--- src/rtl/alu_ctrl_pkg.sv ---
// Shared ALU control definitions: control codes and sequencer state encoding.
// Also used by the ALU and the main control unit.
package alu_ctrl_pkg;

  localparam logic [2:0] ALU_ADD  = 3'b000;
  localparam logic [2:0] ALU_SUB  = 3'b001;
  localparam logic [2:0] ALU_AND  = 3'b010;
  localparam logic [2:0] ALU_OR   = 3'b011;
  localparam logic [2:0] ALU_SLT  = 3'b100;
  localparam logic [2:0] ALU_SLL  = 3'b101;
  localparam logic [2:0] ALU_SRL  = 3'b110;
  localparam logic [2:0] ALU_PASS = 3'b111;

  typedef enum logic [1:0] {
    IDLE  = 2'd0,
    SHIFT = 2'd1,
    DONE  = 2'd2
  } state_e;

  function automatic logic is_shift(input logic [2:0] code);
    return (code == ALU_SLL) || (code == ALU_SRL);
  endfunction

endpackage

--- src/rtl/alu_ctrl_decode.sv ---
// Combinational ALU control decode: (ALUop[2:0], funct, t0, t1) -> 3-bit code.
module alu_ctrl_decode
  import alu_ctrl_pkg::*;
(
  input  logic [2:0] alu_op_i,
  input  logic       funct_i,
  input  logic       t0_i,
  input  logic       t1_i,
  output logic [2:0] code_o
);

  always_comb begin
    code_o = ALU_ADD;
    if (alu_op_i[2]) begin
      code_o = {t1_i, t0_i, funct_i};
    end else begin
      unique case (alu_op_i[1:0])
        2'b00:   code_o = ALU_ADD;
        2'b01:   code_o = ALU_SUB;
        2'b10:   code_o = ALU_AND;
        default: code_o = ALU_OR;
      endcase
    end
  end

endmodule

--- src/rtl/alu_ctrl_seq.sv ---
// Sequential ALU control: one decode request per handshake, registered control
// code held until the next accept, shifts run one bit per cycle under a counter.
module alu_ctrl_seq
  import alu_ctrl_pkg::*;
#(
  parameter  int WIDTH = 8,
  parameter  int OPW   = 3,
  localparam int SW    = $clog2(WIDTH)
) (
  input  logic           clk,
  input  logic           rst,
  input  logic           in_valid,
  output logic           in_ready,
  input  logic [OPW-1:0] ALUop,
  input  logic           funct,
  input  logic           t0,
  input  logic           t1,
  input  logic [SW-1:0]  shamt,
  output logic [2:0]     ALUctrlbits,
  output logic           shift_en,
  output logic           out_valid,
  output logic           busy
);

  state_e          state_q, state_d;
  logic [SW-1:0]   cnt_q, cnt_d;
  logic [2:0]      code_q, code_d;
  logic            shift_en_q, out_valid_q, busy_q;
  logic [2:0]      dec_code;
  logic            op_hi_unused;

  // Bits of ALUop above [2] carry no meaning here.
  assign op_hi_unused = ^ALUop;

  alu_ctrl_decode u_decode (
    .alu_op_i (ALUop[2:0]),
    .funct_i  (funct),
    .t0_i     (t0),
    .t1_i     (t1),
    .code_o   (dec_code)
  );

  assign in_ready = (state_q == IDLE) && !rst;

  always_comb begin
    state_d = state_q;
    cnt_d   = cnt_q;
    code_d  = code_q;
    unique case (state_q)
      IDLE: begin
        if (in_valid) begin
          code_d  = dec_code;
          state_d = DONE;
          if (is_shift(dec_code)) begin
            if (shamt != '0) begin
              cnt_d   = shamt;
              state_d = SHIFT;
            end else begin
              // A zero-length shift degenerates to a pass-through.
              code_d = ALU_PASS;
            end
          end
        end
      end
      SHIFT: begin
        cnt_d = cnt_q - SW'(1);
        if (cnt_q == SW'(1)) begin
          state_d = DONE;
        end
      end
      DONE: begin
        state_d = IDLE;
      end
      default: begin
        state_d = IDLE;
      end
    endcase
  end

  // Status outputs are registered from the next state so they align with it.
  always_ff @(posedge clk) begin
    if (rst) begin
      state_q     <= IDLE;
      cnt_q       <= '0;
      code_q      <= '0;
      shift_en_q  <= 1'b0;
      out_valid_q <= 1'b0;
      busy_q      <= 1'b0;
    end else begin
      state_q     <= state_d;
      cnt_q       <= cnt_d;
      code_q      <= code_d;
      shift_en_q  <= (state_d == SHIFT);
      out_valid_q <= (state_d == DONE);
      busy_q      <= (state_d != IDLE);
    end
  end

  assign ALUctrlbits = code_q;
  assign shift_en    = shift_en_q;
  assign out_valid   = out_valid_q;
  assign busy        = busy_q;

endmodule

--- config.mk ---
export PLATFORM = sky130hd
export DESIGN_NAME = alu_ctrl_seq
export DESIGN_NICKNAME = d
export VERILOG_FILES = /design/src/rtl/alu_ctrl_pkg.sv /design/src/rtl/alu_ctrl_decode.sv /design/src/rtl/alu_ctrl_seq.sv
export SDC_FILE = /design/constraint.sdc
export NUM_CORES = 1
export LEC_CHECK = 0
export CELL_PAD_IN_SITES_DETAIL_PLACEMENT = 2
export CELL_PAD_IN_SITES_GLOBAL_PLACEMENT = 2
export CORE_MARGIN = 2
export CORE_UTILIZATION = 27
export CTS_BUF_LIST = sky130_fd_sc_hd__clkbuf_4
export CTS_CLUSTER_DIAMETER = 120
export DETAILED_ROUTE_END_ITERATION = 16
export GPL_TIMING_DRIVEN = 1
export PLACE_DENSITY_LB_ADDON = 0.1
export SETUP_SLACK_MARGIN = 0.3
export SLEW_MARGIN = 10
export SYNTH_ARGS = -nofsm -noshare
export SYNTH_HDL_FRONTEND = slang
export SYNTH_SLANG_ARGS = --single-unit
--- constraint.sdc ---
create_clock -name clk -period 4.4 [get_ports clk]
set_clock_uncertainty 0.1 [all_clocks]
set_input_delay 0.44 -clock clk [delete_from_list [all_inputs] [get_ports clk]]
set_output_delay 0.44 -clock clk [all_outputs]
set_load 0.1 [all_outputs]
==> run_results.csv, run 1 <==
group,metric,value,unit
worst_setup_path,criticalPathCategory,"input pin to primary output",
floorplan,chipHeight,48.8,µm
outcome,outcome,"complete, no violations",
synth,yosys.area.top_type,"dfxtp_1",
worst_setup_path,slowest_delay,1.17,ns
clocking,htreeDepth,1,
worst_setup_path,r2r-end,"cnt_q[1]",
synth,synth_area,543,µm²
sta,setup_tns,0,ns
global_routing,grt_start_max_net_pins,13,
clocking,clock_path_buffers,2,
synth,synth_common_cells,"dfxtp_1 (11), inv_1 (6), nor3_1 (5)",
synth,synth_cell_type_count,28,
finish,n_antenna_cell,0,
synth,synth_edf_count,0,
synth,yosys_warnings,0,
sta,worstMarginPinSlew,0.974,ns
synth,yosysSeqAreaShare,40.6,%
global_routing,grt_pass1_vias,571,
clocking,post_cts_buffers,0,
worst_setup_path,cp_common_cell,"clkdlybuf4s50_1",
place,gp_congestion,0.709,
global_routing,grt-ovfl-total,0,
synth,synthCells,63,
synth,synth.avg_cell_area,8.62,µm²
power_and_ir_drop,powerDensity,346,nW/µm²
floorplan,io_pins,19,
sta,rsz0062_at_grt,"no",
synth,synth_top_area_share,40.6,%
place,portBuffers,18,
synth,synthTopCellsByArea,"dfxtp_1 (41%), a211oi_1 (5.5%), ha_1 (4.6%)",
worst_setup_path,worst-r2r-cell-count,3,
clocking,ctsResizeCount,0,
clocking,cts-hold-fix-buffers,0,
synth,synth_top_flop_cell,"dfxtp_1",
floorplan,fp-row-count,16,
worst_setup_path,cp-start-kind,"input pin",
clocking,cts_tree,"yes",
global_routing,antenna_found_initial,0,
worst_setup_path,crit_arrival,2.50,ns
finish,fill_cells,218,
routing,drc,0,
routing,drtAntennaViolNets,0,
routing,num_vias,529,
worst_setup_path,rr_startpoint,"state_q[1]",
synth,ys_ff_latch,11,
sta,finalSetupViolCount,0,
floorplan,die_area,2390,µm²
worst_setup_path,crit_slowest_cell,"clkdlybuf4s50_1",
clocking,clock-sinks,11,
routing,wirelength,1380,µm
worst_setup_path,critPathLaunch,"rst",
sta,fmax,329,MHz
power_and_ir_drop,p_leak,0.275,nW
finish,syn2layout_area_growth,42.9,%
routing,drt-wirelength-per-cell,12.7,µm
finish,layout-drive-gt1-share,8.54,%
synth,syn-num-nets,77,
floorplan,die_x,48.8,µm
clocking,cts_buffers,3,
job,cap_viol_max_count,0,
worst_setup_path,worstPathMaxFanout,12,
min_path,worstHoldPathType,"flop to flop",
sta,hold_slack,0.359,ns
clocking,clkLatencyLatePin,0.27,ns
synth,synth_most_common_cell,"dfxtp_1",
clocking,root_buffer,"clkbuf_4",
worst_setup_path,end_kind,"primary output",
sta,finalWorstPathRequiredPeriod,3.04,ns
global_routing,gr-usage-all-layers,14.4,%
routing,initialDrtViolationCount,3,
routing,drtPass1Iterations,3,
worst_setup_path,required,3.86,ns
floorplan,start_util,28.3,%
sta,finalHoldViolCount,0,
clocking,clk_pin_slew,0.08,ns
global_routing,grt_pass1_wl,2620,µm
routing,via_per_inst,4.85,
sta,slew_headroom,34.9,%
power_and_ir_drop,ir_worst_vdd,0.000172,V
synth,async_flop_share,0,%
finish,final_nets,97,
sta,period_share,69.1,%
floorplan,core,1920,µm²
worst_setup_path,r2r_slack,2.56,ns
sta,final_max_slew_viol_count,0,
worst_setup_path,path_cells,"clkdlybuf4s50_1 -> nor3_1 -> clkdlybuf4s50_1",
power_and_ir_drop,finalPower,0.269,mW
place,dp_hpwl,1070,µm
worst_setup_path,crit_path_end,"in_ready",
[critical path: cells and delay by family]
kind                   cells  cell delay [ns]
buffers and inverters      2             1.81
AND/OR/NAND/NOR            1             0.25
[power breakdown]
group	switching (mW)	internal (mW)
Clock	0.0357	0.0413
Sequential	0.00524	0.106
Combinational	0.0532	0.0271
Total	0.0942	0.174
[cell families (layout without fill, tap and decap cells)]
group,count (synthesis),in the layout,synth area share [%]
fa+ha+maj,2,2,4.61
flops,11,11,40.6
mux,2,2,3.69
xor+xnor,1,1,1.61
compound gates,16,16,20.3
simple gates,22,22,23.0
buf+inv,9,28,6.22
[state kept, by name, indices dropped and copies added, names as in the netlist]
register     flops
cnt_q            3
ALUctrlbits      3
busy             1
out_valid        1
shift_en         1
state_q          2
[how the worst min path moves through the flow]
stage,start,to,depth (start not counted)
6_report,ALUctrlbits[2],ALUctrlbits[2],2
5_1_grt,ALUctrlbits[2],ALUctrlbits[2],2
4_1_cts,ALUctrlbits[2],ALUctrlbits[2],2
3_5_place_dp,ALUctrlbits[2],ALUctrlbits[2],2
3_3_place_gp,ALUctrlbits[2],ALUctrlbits[2],2
2_1_floorplan,cnt_q[0],cnt_q[0],1
[metrics by stage]
step           util, %  worst slack (ns)  cell area (µm²)  std cells
2_1_floorplan        -              1.20              543         63
3_3_place_gp      38.8              1.40              746        105
3_5_place_dp      38.8              1.30              746        105
4_1_cts           40.4              1.30              776        109
5_1_grt           40.4              1.26              776        109
6_report          40.4              1.36              776        109
[routing by layer]
metal / GRT usage, % / vias to the layer above / wire length, µm
li1: - / 265 / -
met1: 17.2 / 247 / 627
met2: 22.8 / 15 / 639
met3: 7.06 / 2 / 101
met4: 4.29 / 0 / 13
met5: 0 / - / 0
[cell usage in the layout (no fill, tap or decap), types with 2 or more instances in the layout]
master           count
clkdlybuf4s50_1     18
dfxtp_1             11
inv_1                6
nor3_1               5
nor2_1               4
a211oi_1             4
clkbuf_4             4
a21oi_1              3
nand2_1              3
mux2i_1              2
o22ai_1              2
or3b_1               2
ha_1                 2
[layout make-up]
type	instances	area [µm²]	area share, %
timing repair buffer	18	180	23.2
tap	27	33.8	4.35
multi-input combinational	43	289	37.3
sequential	11	220	28.4
inverter	6	22.5	2.90
clock buffer	4	30.0	3.87
Power figures use the tool's default switching activity.
==> run 2: changes to the inputs <==
--- a/config.mk
+++ b/config.mk
@@ -8,7 +8,7 @@
 export CELL_PAD_IN_SITES_DETAIL_PLACEMENT = 2
 export CELL_PAD_IN_SITES_GLOBAL_PLACEMENT = 2
 export CORE_MARGIN = 2
-export CORE_UTILIZATION = 27
+export CORE_UTILIZATION = 25
 export CTS_BUF_LIST = sky130_fd_sc_hd__clkbuf_4
 export CTS_CLUSTER_DIAMETER = 120
 export DETAILED_ROUTE_END_ITERATION = 16
==> constraint.sdc (replaced) <==
create_clock -name clk -period 3.1 [get_ports clk]
set_clock_uncertainty 0.1 [all_clocks]
set_input_delay 0.31 -clock clk [delete_from_list [all_inputs] [get_ports clk]]
set_output_delay 0.31 -clock clk [all_outputs]
set_load 0.1 [all_outputs]
==> run 2 against run 1 <==
  * Sequential share of layout area rose by 0.092 points
  * Clock power is 44% higher
  * Cell count unchanged
  * Critical endpoint is now ALUctrlbits[2]
  * Largest power group unchanged
==> run_results.csv, run 2 (synthesis results as in run 1) <==
group,metric,value,unit
worst_setup_path,required,2.69,ns
power_and_ir_drop,ir_worst_vdd,0.000193,V
finish,n_antenna_cell,0,
routing,drt-wirelength-per-cell,13.9,µm
power_and_ir_drop,intPower,0.247,mW
place,portBuffers,18,
clocking,cts_buffers,3,
sta,hold_slack,0.359,ns
power_and_ir_drop,pwr-share-clk,28.9,%
routing,via_per_inst,4.82,
floorplan,core,2000,µm²
sta,final_max_slew_viol_count,0,
routing,initialDrtViolationCount,0,
floorplan,fp-row-count,16,
power_and_ir_drop,seq_power_share,41.5,%
global_routing,antenna_found_initial,0,
sta,worstMarginPinSlew,0.972,ns
sta,finalHoldViolCount,0,
global_routing,grt_start_max_net_pins,13,
clocking,clkLatencyLatePin,0.27,ns
clocking,ctsResizeCount,0,
sta,rsz0062_at_grt,"no",
sta,slew_headroom,35.0,%
sta,finalSetupViolCount,0,
global_routing,grt-ovfl-total,0,
power_and_ir_drop,p_sw_share,35.6,%
finish,fin_cells,109,
clocking,cts-hold-fix-buffers,0,
sta,finalWorstPathRequiredPeriod,2.14,ns
worst_setup_path,end_kind,"primary output",
floorplan,start_util,27.1,%
routing,num_vias,525,
place,dp_hpwl,1140,µm
worst_setup_path,cpLargestDelayFamily,"buffers and inverters",
global_routing,gr-usage-all-layers,13.2,%
power_and_ir_drop,p_comb_share,29.7,%
worst_setup_path,cp-start-kind,"flop",
sta,fin_ws,0.964,ns
clocking,clock_path_buffers,2,
power_and_ir_drop,p_leak,0.282,nW
routing,wirelength,1510,µm
sta,fmax,468,MHz
power_and_ir_drop,powerDensity,495,nW/µm²
routing,drc,0,
outcome,outcome,"complete, no violations",
place,pre_cts_slack,0.746,ns
finish,final_common_cell,"clkdlybuf4s50_1",
global_routing,grt_pass1_wl,2430,µm
clocking,root_buffer,"clkbuf_4",
finish,syn2layout_area_growth,42.4,%
worst_setup_path,worst-path-buf-inv,1,
place,place_inst,105,
worst_setup_path,criticalPathCategory,"flop to primary output",
floorplan,chipHeight,50.6,µm
power_and_ir_drop,power_switching,0.136,mW
power_and_ir_drop,finalPower,0.383,mW
finish,fill_cells,236,
floorplan,die_area,2560,µm²
routing,drtAntennaViolNets,0,
job,cap_viol_max_count,0,
worst_setup_path,crit_arrival,1.73,ns
worst_setup_path,path_cells,"clkdlybuf4s50_1",
floorplan,die_x,50.6,µm
sta,period_share,68.9,%
finish,final_nets,97,
min_path,worstHoldPathType,"flop to flop",
routing,drtPass1Iterations,1,
sta,setup_tns,0,ns
worst_setup_path,slowest_delay,1.13,ns
clocking,htreeDepth,1,
floorplan,io_pins,19,
clocking,cts_tree,"yes",
place,gp_congestion,0.712,
finish,layout_common_cells,"clkdlybuf4s50_1 (15), dfxtp_1 (11), inv_1 (6)",
worst_setup_path,crit_slowest_cell,"clkdlybuf4s50_1",
finish,layout-drive-gt1-share,13.4,%
global_routing,grt_pass1_vias,544,
clocking,post_cts_buffers,0,
clocking,clock-sinks,11,
worst_setup_path,worstPathMaxFanout,2,
clocking,clk_pin_slew,0.07,ns
==> run 2: changes by cell type in the layout (fill, tap and decap cells not counted), sizes merged <==
cell / previous run / this run
buf: 0 / 3
clkdlybuf4s50: 18 / 15
==> run 2: path summary, 6_finish.rpt <==
| check | slack [ns] | to | cells past startpoint | from |
|---|---|---|---|---|
| worst max register to register | 1.22 | cnt_q[1] | 3 | state_q[1] |
| worst min register to register | 0.36 | ALUctrlbits[2] | 2 | ALUctrlbits[2] |
| worst min-delay path | 0.36 | ALUctrlbits[2] | 2 | ALUctrlbits[2] |
| worst max-delay path | 0.96 | ALUctrlbits[2] | 1 | ALUctrlbits[2] |
==> run 2: metal layers <==
metal | share of wire [%] | up-vias | global-route usage [%]
met4 | 0.79 | 0 | 8.11
met1 | 46 | 247 | 15.4
met2 | 47 | 13 | 21.5
met3 | 6.5 | 2 | 3.27
met5 | 0 | - | 0
li1 | - | 263 | -
==> run 2: layout make-up <==
type / instances / area (µm²) / area share, %
clock buffer: 4 / 30.0 / 3.88
inverter: 6 / 22.5 / 2.91
multi-input combinational: 43 / 294 / 38.0
sequential: 11 / 220 / 28.5
tap: 27 / 33.8 / 4.37
timing repair buffer: 18 / 173 / 22.3
==> run 2: power by group through the flow <==
stage	sequential (mW)	clock, mW	combinational, mW
after floorplan	0.198	0	0.0415
after global placement	0.162	0	0.112
after detailed placement	0.162	0	0.114
after CTS	0.159	0.116	0.115
after global routing	0.160	0.121	0.120
final	0.159	0.111	0.114
==> run 2: worst reg2reg max path, stage by stage, from the launching register on <==
cell and delay [ns]:
dfxtp_1 0.42, nor4b_1 0.81, a21oi_1 0.18, a221oi_1 0.27
==> run 2: through the flow <==
stage,area (µm²),utilization (%)
finish,773,38.6
CTS,773,38.6
detailed placement,743,37.1
global route,773,38.6
global placement,743,37.1
floorplan,548,-
